### src/rtl/d5m_axis_packer_pkg.sv
// Shared pixel beat type for the D5M to AXI4-Stream packer and its FIFO.
package generic_pack;

    localparam int DATA_W_DEF = 24;

    typedef struct packed {
        logic                  user;
        logic                  last;
        logic [DATA_W_DEF-1:0] data;
    } axis_pixel_t;

endpackage

### src/rtl/d5m_axis_fifo.sv
// Show-ahead synchronous FIFO of axis_pixel_t; write-to-visible latency 1 cycle, no bypass.
// A push while full lands only if a pop happens the same cycle; the caller decides what a drop means.
module d5m_axis_fifo
    import generic_pack::*;
#(
    parameter int FIFO_DEPTH = 16
) (
    input  logic        pixclk,
    input  logic        reset,
    input  logic        push_i,
    input  axis_pixel_t push_dat_i,
    input  logic        pop_i,
    output axis_pixel_t head_o,
    output logic        full_o,
    output logic        empty_o
);

    localparam int AW = $clog2(FIFO_DEPTH);

    logic [AW:0] wr_ptr_q, wr_ptr_d;
    logic [AW:0] rd_ptr_q, rd_ptr_d;
    axis_pixel_t mem_q [FIFO_DEPTH];
    logic        do_push;
    logic        do_pop;

    // Extra pointer bit separates full from empty when the indices match.
    assign empty_o = (wr_ptr_q == rd_ptr_q);
    assign full_o  = (wr_ptr_q[AW] != rd_ptr_q[AW]) &&
                     (wr_ptr_q[AW-1:0] == rd_ptr_q[AW-1:0]);
    assign do_pop  = pop_i && !empty_o;
    assign do_push = push_i && (!full_o || do_pop);
    assign head_o  = mem_q[rd_ptr_q[AW-1:0]];

    always_comb begin
        wr_ptr_d = wr_ptr_q;
        rd_ptr_d = rd_ptr_q;
        if (do_push) wr_ptr_d = wr_ptr_q + 1'b1;
        if (do_pop)  rd_ptr_d = rd_ptr_q + 1'b1;
    end

    always_ff @(posedge pixclk) begin
        if (reset) begin
            wr_ptr_q <= '0;
            rd_ptr_q <= '0;
        end else begin
            wr_ptr_q <= wr_ptr_d;
            rd_ptr_q <= rd_ptr_d;
        end
    end

    always_ff @(posedge pixclk) begin
        if (do_push) mem_q[wr_ptr_q[AW-1:0]] <= push_dat_i;
    end

endmodule

### src/rtl/d5m_axis_packer.sv
// D5M pixel bus to AXI4-Stream video; 1 cycle to FIFO (line end: cycle after ilval drops), 1 more to tvalid.
// Camera is never stalled: FIFO absorbs tready backpressure, drops on full set sticky overflow. Line stats: D5M_LINE_STATS_EN.
module d5m_axis_packer
    import generic_pack::*;
#(
    parameter int DATA_W     = DATA_W_DEF,
    parameter int FIFO_DEPTH = 16,
    parameter int CNT_W      = 16
) (
    input  logic              pixclk,
    input  logic              reset,
    input  logic              ifval,
    input  logic              ilval,
    input  logic [DATA_W-1:0] idata,
    input  logic              rgb_m_axis_tready,
    output logic              rgb_m_axis_tvalid,
    output logic              rgb_m_axis_tlast,
    output logic              rgb_m_axis_tuser,
    output logic [DATA_W-1:0] rgb_m_axis_tdata,
    output logic              overflow,
    output logic [CNT_W-1:0]  frame_count,
    output logic [CNT_W-1:0]  line_pixels,
    output logic [CNT_W-1:0]  frame_lines
);

    logic             ifval_q;
    logic             armed_q, armed_d;
    logic             sof_pending_q, sof_pending_d;
    logic             hold_vld_q, hold_vld_d;
    axis_pixel_t      hold_q, hold_d;
    logic             overflow_q, overflow_d;
    logic [CNT_W-1:0] frame_cnt_q, frame_cnt_d;

    logic             pix_vld;
    logic             fv_rise;
    logic             fv_fall;
    logic             push;
    axis_pixel_t      push_dat;
    logic             pop;
    axis_pixel_t      head;
    logic             fifo_full;
    logic             fifo_empty;

    assign pix_vld = armed_q && ifval && ilval;
    assign fv_rise = armed_q && ifval && !ifval_q;
    assign fv_fall = armed_q && !ifval && ifval_q;
    assign pop     = rgb_m_axis_tvalid && rgb_m_axis_tready;

    always_comb begin
        armed_d       = armed_q | !ifval;
        sof_pending_d = sof_pending_q | fv_rise;
        hold_vld_d    = pix_vld;
        hold_d        = hold_q;
        // The held pixel always leaves next cycle; whether a successor
        // arrived decides if it closed the line.
        push          = hold_vld_q;
        push_dat      = hold_q;
        push_dat.last = !pix_vld;
        if (pix_vld) begin
            hold_d.data   = idata;
            hold_d.user   = sof_pending_q | fv_rise;
            hold_d.last   = 1'b0;
            sof_pending_d = 1'b0;
        end
        frame_cnt_d = frame_cnt_q + {{(CNT_W-1){1'b0}}, fv_fall};
        overflow_d  = overflow_q | (push && fifo_full && !pop);
    end

    always_ff @(posedge pixclk) begin
        if (reset) begin
            ifval_q       <= 1'b0;
            armed_q       <= 1'b0;
            sof_pending_q <= 1'b0;
            hold_vld_q    <= 1'b0;
            hold_q        <= '0;
            overflow_q    <= 1'b0;
            frame_cnt_q   <= '0;
        end else begin
            ifval_q       <= ifval;
            armed_q       <= armed_d;
            sof_pending_q <= sof_pending_d;
            hold_vld_q    <= hold_vld_d;
            hold_q        <= hold_d;
            overflow_q    <= overflow_d;
            frame_cnt_q   <= frame_cnt_d;
        end
    end

    d5m_axis_fifo #(
        .FIFO_DEPTH (FIFO_DEPTH)
    ) u_fifo (
        .pixclk     (pixclk),
        .reset      (reset),
        .push_i     (push),
        .push_dat_i (push_dat),
        .pop_i      (pop),
        .head_o     (head),
        .full_o     (fifo_full),
        .empty_o    (fifo_empty)
    );

    // Head is gated so idle outputs read 0 instead of stale storage.
    assign rgb_m_axis_tvalid = !fifo_empty;
    assign rgb_m_axis_tdata  = fifo_empty ? '0   : head.data;
    assign rgb_m_axis_tlast  = fifo_empty ? 1'b0 : head.last;
    assign rgb_m_axis_tuser  = fifo_empty ? 1'b0 : head.user;
    assign overflow          = overflow_q;
    assign frame_count       = frame_cnt_q;

`ifdef D5M_LINE_STATS_EN
    logic             pix_vld_q;
    logic             line_end;
    logic [CNT_W-1:0] pix_cnt_q, pix_cnt_d;
    logic [CNT_W-1:0] line_cnt_q, line_cnt_d;
    logic [CNT_W-1:0] line_pixels_q, line_pixels_d;
    logic [CNT_W-1:0] frame_lines_q, frame_lines_d;
    logic [CNT_W-1:0] line_cnt_inc;

    assign line_end     = pix_vld_q && !pix_vld;
    assign line_cnt_inc = (&line_cnt_q) ? line_cnt_q : line_cnt_q + 1'b1;

    always_comb begin
        pix_cnt_d     = pix_cnt_q;
        line_cnt_d    = line_cnt_q;
        line_pixels_d = line_pixels_q;
        frame_lines_d = frame_lines_q;
        if (pix_vld) begin
            if (!pix_vld_q)       pix_cnt_d = {{(CNT_W-1){1'b0}}, 1'b1};
            else if (!(&pix_cnt_q)) pix_cnt_d = pix_cnt_q + 1'b1;
        end
        if (line_end) line_pixels_d = pix_cnt_q;
        // A line closed by the ifval fall itself still counts toward the frame.
        if (fv_fall) begin
            frame_lines_d = line_end ? line_cnt_inc : line_cnt_q;
            line_cnt_d    = '0;
        end else if (fv_rise) begin
            line_cnt_d = '0;
        end else if (line_end) begin
            line_cnt_d = line_cnt_inc;
        end
    end

    always_ff @(posedge pixclk) begin
        if (reset) begin
            pix_vld_q     <= 1'b0;
            pix_cnt_q     <= '0;
            line_cnt_q    <= '0;
            line_pixels_q <= '0;
            frame_lines_q <= '0;
        end else begin
            pix_vld_q     <= pix_vld;
            pix_cnt_q     <= pix_cnt_d;
            line_cnt_q    <= line_cnt_d;
            line_pixels_q <= line_pixels_d;
            frame_lines_q <= frame_lines_d;
        end
    end

    assign line_pixels = line_pixels_q;
    assign frame_lines = frame_lines_q;
`else
    assign line_pixels = '0;
    assign frame_lines = '0;
`endif

endmodule

### config.mk
export PLATFORM = sky130hd
export DESIGN_NAME = d5m_axis_packer
export DESIGN_NICKNAME = d
export VERILOG_FILES = /design/src/rtl/d5m_axis_packer_pkg.sv /design/src/rtl/d5m_axis_fifo.sv /design/src/rtl/d5m_axis_packer.sv
export SDC_FILE = /design/constraint.sdc
export NUM_CORES = 1
export LEC_CHECK = 0
export CAP_MARGIN = 20
export CORE_MARGIN = 5
export CORE_UTILIZATION = 55
export DETAILED_ROUTE_END_ITERATION = 6
export PLACE_DENSITY = 0.74
export SETUP_SLACK_MARGIN = 0.2
export SLEW_MARGIN = 40
export SYNTH_ARGS = -nofsm -noshare
export SYNTH_HDL_FRONTEND = slang
export SYNTH_SLANG_ARGS = --single-unit
export TNS_END_PERCENT = 100
### constraint.sdc
create_clock -name pixclk -period 5.3 [get_ports pixclk]
set_input_delay 0.795 -clock pixclk [delete_from_list [all_inputs] [get_ports pixclk]]
set_output_delay 0.795 -clock pixclk [all_outputs]
set_load 0.005 [all_outputs]
# After elaboration in Yosys (flattened, before gate mapping)
# Memories as Yosys holds them, arrays and structs flattened. A register that Yosys moved wholly into a read port is not among the register bits.
# Cells that the tools add are included.
[op_classes]
bitwise = 3
eq_ne = 3
n_addsub = 3
n_reduce_logical = 19
n_mux = 7
[op_table]
columns = ["cell", "n"]
rows = [
  ["$mux 24", 1],
  ["$add 16x1->16", 1],
  ["$logic_and 1x1->1", 11],
  ["$add 5x1->5 const B", 2],
  ["$mux 4", 2],
  ["$logic_not 1->1", 6],
  ["$eq 5x5->1", 1],
  ["$eq 4x4->1", 1],
  ["$mux 1", 4],
  ["$or 1x1->1", 3],
  ["$reduce_or 2->1", 1],
  ["$logic_or 1x1->1", 1],
  ["$ne 1x1->1", 1],
]
[totals]
memories = 1
in_bits = 29
word_cells = 46
mem_bits_rw = 416
ff_bits = 56
output_inout_bits = 76
[memory_table]
columns = ["memory", "words", "width", "rd", "rd_ports_with_merged_regs", "wr", "line", "rtl"]
rows = [
  ["u_fifo.mem_q", 16, 26, 1, 1, 1, "d5m_axis_fifo.sv:22", "axis_pixel_t mem_q [FIFO_DEPTH];"],
]

# Longest topological paths before layout
[logic_depth]
depth_word = 8
ltp_mapped = 7
depth_no_buf = 7

# Cells and area by module
# From an unflattened synthesis, not the netlist that was laid out.
[hier_totals]
cells_unflattened = 933
area_unflattened_um2 = 18571.6
[by_module_without_submodules]
columns = ["mod", "seq_area_each_um2", "area_per_inst_um2", "cells_each", "instances"]
rows = [
  ["d5m_axis_fifo", 12772.2, 16364.4, 662, 1],
  ["d5m_axis_packer", 920.9, 2207.1, 271, 1],
]

# Worst setup path before layout
# No wires, ideal clock.
[synth_path]
kind = "input-to-reg"
start = "input rgb_m_axis_tready"
end = "register u_fifo.wr_ptr_q[4]"
arrival_ns = 2.700
setup_time_ns = 0.122
t_required_ns = 5.178
setup_slack_ns = 2.479
cell_stages = 3
n_path_buf = 0
path_cell_list = "nor2_1 -> a21oi_1 -> mux2_2"
[synth_between]
elab_chain_cells = 4
[synth_lines]
columns = ["element", "line", "rtl"]
rows = [
  ["start: declaration", "d5m_axis_packer.sv:15", "input logic rgb_m_axis_tready,"],
  ["$logic_and 1x1->1", "d5m_axis_packer.sv:47", "assign pop = rgb_m_axis_tvalid && rgb_m_axis_tready;"],
  ["$logic_and 1x1->1", "d5m_axis_fifo.sv:30", "assign do_pop = pop_i && !empty_o;"],
  ["$logic_or 1x1->1", "d5m_axis_fifo.sv:31", "assign do_push = push_i && (!full_o || do_pop);"],
  ["$logic_and 1x1->1", "d5m_axis_fifo.sv:31", ""],
  ["end signal: assignment", "d5m_axis_fifo.sv:46", "wr_ptr_q <= wr_ptr_d;"],
  ["end: declaration", "d5m_axis_fifo.sv:20", "logic [AW:0] wr_ptr_q, wr_ptr_d;"],
]
# No other way between the ends.
# A chain may end at the register's enable or synchronous reset.

==> results_dict.tcl <==
set metrics [dict create \
    outcome "finished clean" \
    arrival_ns 3.30 \
    synth.most_common_cell "edfxtp_1" \
    drv_cap 0 \
    fin_worst_skew_ns 0.0167 \
    pwr-share-comb 0.022 \
    postRouteAntennaNets 0 \
    cts_tree "yes" \
    tns_ns 0 \
    dp_hpwl_mm 21.2 \
    antenna_found_initial 0 \
    first_pass_iters 5 \
    netlist_area_um2 18400 \
    dieArea_um2 37300 \
    crit_fanout 30 \
    cts_buffer_depth 3 \
    drive_gt1_frac 0.218 \
    via_per_inst 6.04 \
    postSynthCellCount 979 \
    synth_edf_count 416 \
    placed_area_um2 19600 \
    clock-sinks 476 \
    ir_worst_vdd_v 0.000191 \
    fmaxAchievable_mhz 244 \
    drv_slew 0 \
    grt_max_degree 49 \
    synth_top_area_cell "edfxtp_1" \
    first_global_vias 9634 \
    num_rows 67 \
    grt_pass1_wl_mm 58.8 \
    start_kind "flip-flop" \
    die-width_um 193 \
    start_util 0.554 \
    ys.flop_type "edfxtp_1" \
    routabilityCongestion 0.791 \
    grt_overflow_total 0 \
    worst_slack_ns 1.21 \
    async_flop_share 0 \
    finalCriticalPeriod_ns 4.09 \
    synth-seq-cells 476 \
    area_growth_pct 14.5 \
    num_vias 9391 \
    pwr-share-clk 0.431 \
    postSynthAreaPerCell_um2 18.8 \
    powerDensity_nw_per_um2 354 \
    port_buffers 72 \
    ios 105 \
    tightest_slew_ns 0.883 \
    routed_wl_mm 38.9 \
    dp_slack_ns 1.74 \
    die_y_um 193 \
    rsz0062_at_grt "no" \
    drc 0 \
    post_cts_buffers 0 \
    cts_root_buf "clkbuf_16" \
    diodes 0 \
    layoutNonFillerInstCount 1554 \
    cts-resized-gates 0 \
    dp_cells 1468 \
    period_share 0.772 \
    synth_cell_types 48 \
    slew_headroom 0.411 \
    numCtsBuffers 47 \
    setup_viol 0 \
    cts.hold.buffers_added 0 \
    fill_cells 2277 \
    cp_data_required_time_ns 4.51 \
    design_area_um2 21100 \
    htreeDepth 2 \
    first_iter_violations 718 \
    netSwitchingPower_mw 1.44 \
    hold_violations 0 \
    core-area_um2 33300 \
    pwr-share-seq 0.547 \
    internal_power_mw 6.03 \
    yosysWarnings 0 \
    power.leakage_nw 6.62 \
    netlist_top_cells_count "416 x edfxtp_1, 104 x mux4_2, 60 x dfxtp_1" \
    synth_seq_area_share 0.743 \
    final_nets 1105 \
    grt_usage 0.213 \
    synth_area_leaders "edfxtp_1 68%, mux4_2 13%, dfxtp_1 6.5%" \
    swShare 0.193 \
    critical_path_class "reg2out" \
    wl_per_cell_um 25.0 \
    clk_pin_slew_ns 0.06 \
    worstHoldPathType "reg2reg" \
    cp-end-kind "output pin" \
    clk_latency_ns 0.54 \
    synth_top_area_share 0.678 \
]
flip-flops by register name (all words and copies together) (netlist names), named ones only:
signal / cells
u_fifo.mem_q: 416
ifval_q: 1
frame_count: 16
overflow: 1
u_fifo.wr_ptr_q: 5
armed_q: 1
hold_vld_q: 1
sof_pending_q: 1
hold_q: 25
u_fifo.rd_ptr_q: 5
logic make-up after synthesis:
group | Yosys count | synth area share
flops | 476 | 0.743
simple gates | 167 | 0.0506
mux | 111 | 0.131
compound gates | 108 | 0.0349
buf+inv | 97 | 0.0296
xor+xnor | 12 | 0.00570
fa+ha+maj | 7 | 0.00475
other cells | 1 | 0.000203
final cells by class:
type / count / area, um2 / area share
repair buffers: 95 / 938 / 0.0445
flip-flops and latches: 476 / 13700 / 0.649
well taps: 448 / 561 / 0.0266
inverters: 12 / 45.0 / 0.00213
clock buffers: 62 / 1280 / 0.0608
clock inverters: 24 / 228 / 0.0108
multi-input cells: 437 / 4350 / 0.206
critical path, stage by stage, from the launching register on:
cell	delay [ns]
dfxtp_4	0.72
buf_4	0.55
mux4_2	0.57
o22ai_1	0.29
nor3_2	0.10
clkdlybuf4s50_1	0.48
metrics by stage:
step / total power [mW] / hold WS (ns) / utilization
after floorplan: 4.28 / 0.460 / -
after CTS: 7.52 / 0.493 / 0.634
after global placement: 4.33 / 0.467 / 0.588
final: 7.47 / 0.489 / 0.634
after detailed placement: 4.33 / 0.475 / 0.589
after global routing: 7.71 / 0.518 / 0.634
power by group through the flow:
| stage | Clock [mW] | Sequential (mW) | Combinational (mW) |
|---|---|---|---|
| floorplan | 0 | 4.15 | 0.127 |
| global placement | 0 | 4.16 | 0.162 |
| detailed placement | 0 | 4.17 | 0.164 |
| CTS | 3.27 | 4.09 | 0.166 |
| global route | 3.45 | 4.09 | 0.178 |
| finish | 3.22 | 4.09 | 0.165 |
final timing paths:
kind / from / end / cells past startpoint / slack (ns)
min reg2reg: overflow / overflow / 2 / 0.49
max reg2reg: u_fifo.wr_ptr_q[4] / u_fifo.mem_q[8][10] / 5 / 2.21
max: flip-flop / rgb_m_axis_tdata[17] / 5 / 1.21
min: overflow / overflow / 2 / 0.49
cells in the final DEF, fill, tap and decap left out, types with 11 or more instances in the layout:
master,instances
o22ai_1,52
edfxtp_1,416
buf_4,19
nand2_1,58
dfxtp_1,57
nor3_2,19
mux4_2,104
inv_1,11
clkbuf_16,47
conb_1,32
nor2_1,19
a21oi_1,34
nor3_1,11
clkdlybuf4s50_1,71
routing by layer:
metal | up-vias | track usage | wire, um
met5 | - | 0 | 0
met1 | 4864 | 0.297 | 15300
met2 | 418 | 0.357 | 19700
met4 | 0 | 0.0487 | 663
met3 | 46 | 0.0427 | 3210
li1 | 4063 | - | -
Power figures use the tool's default switching activity.
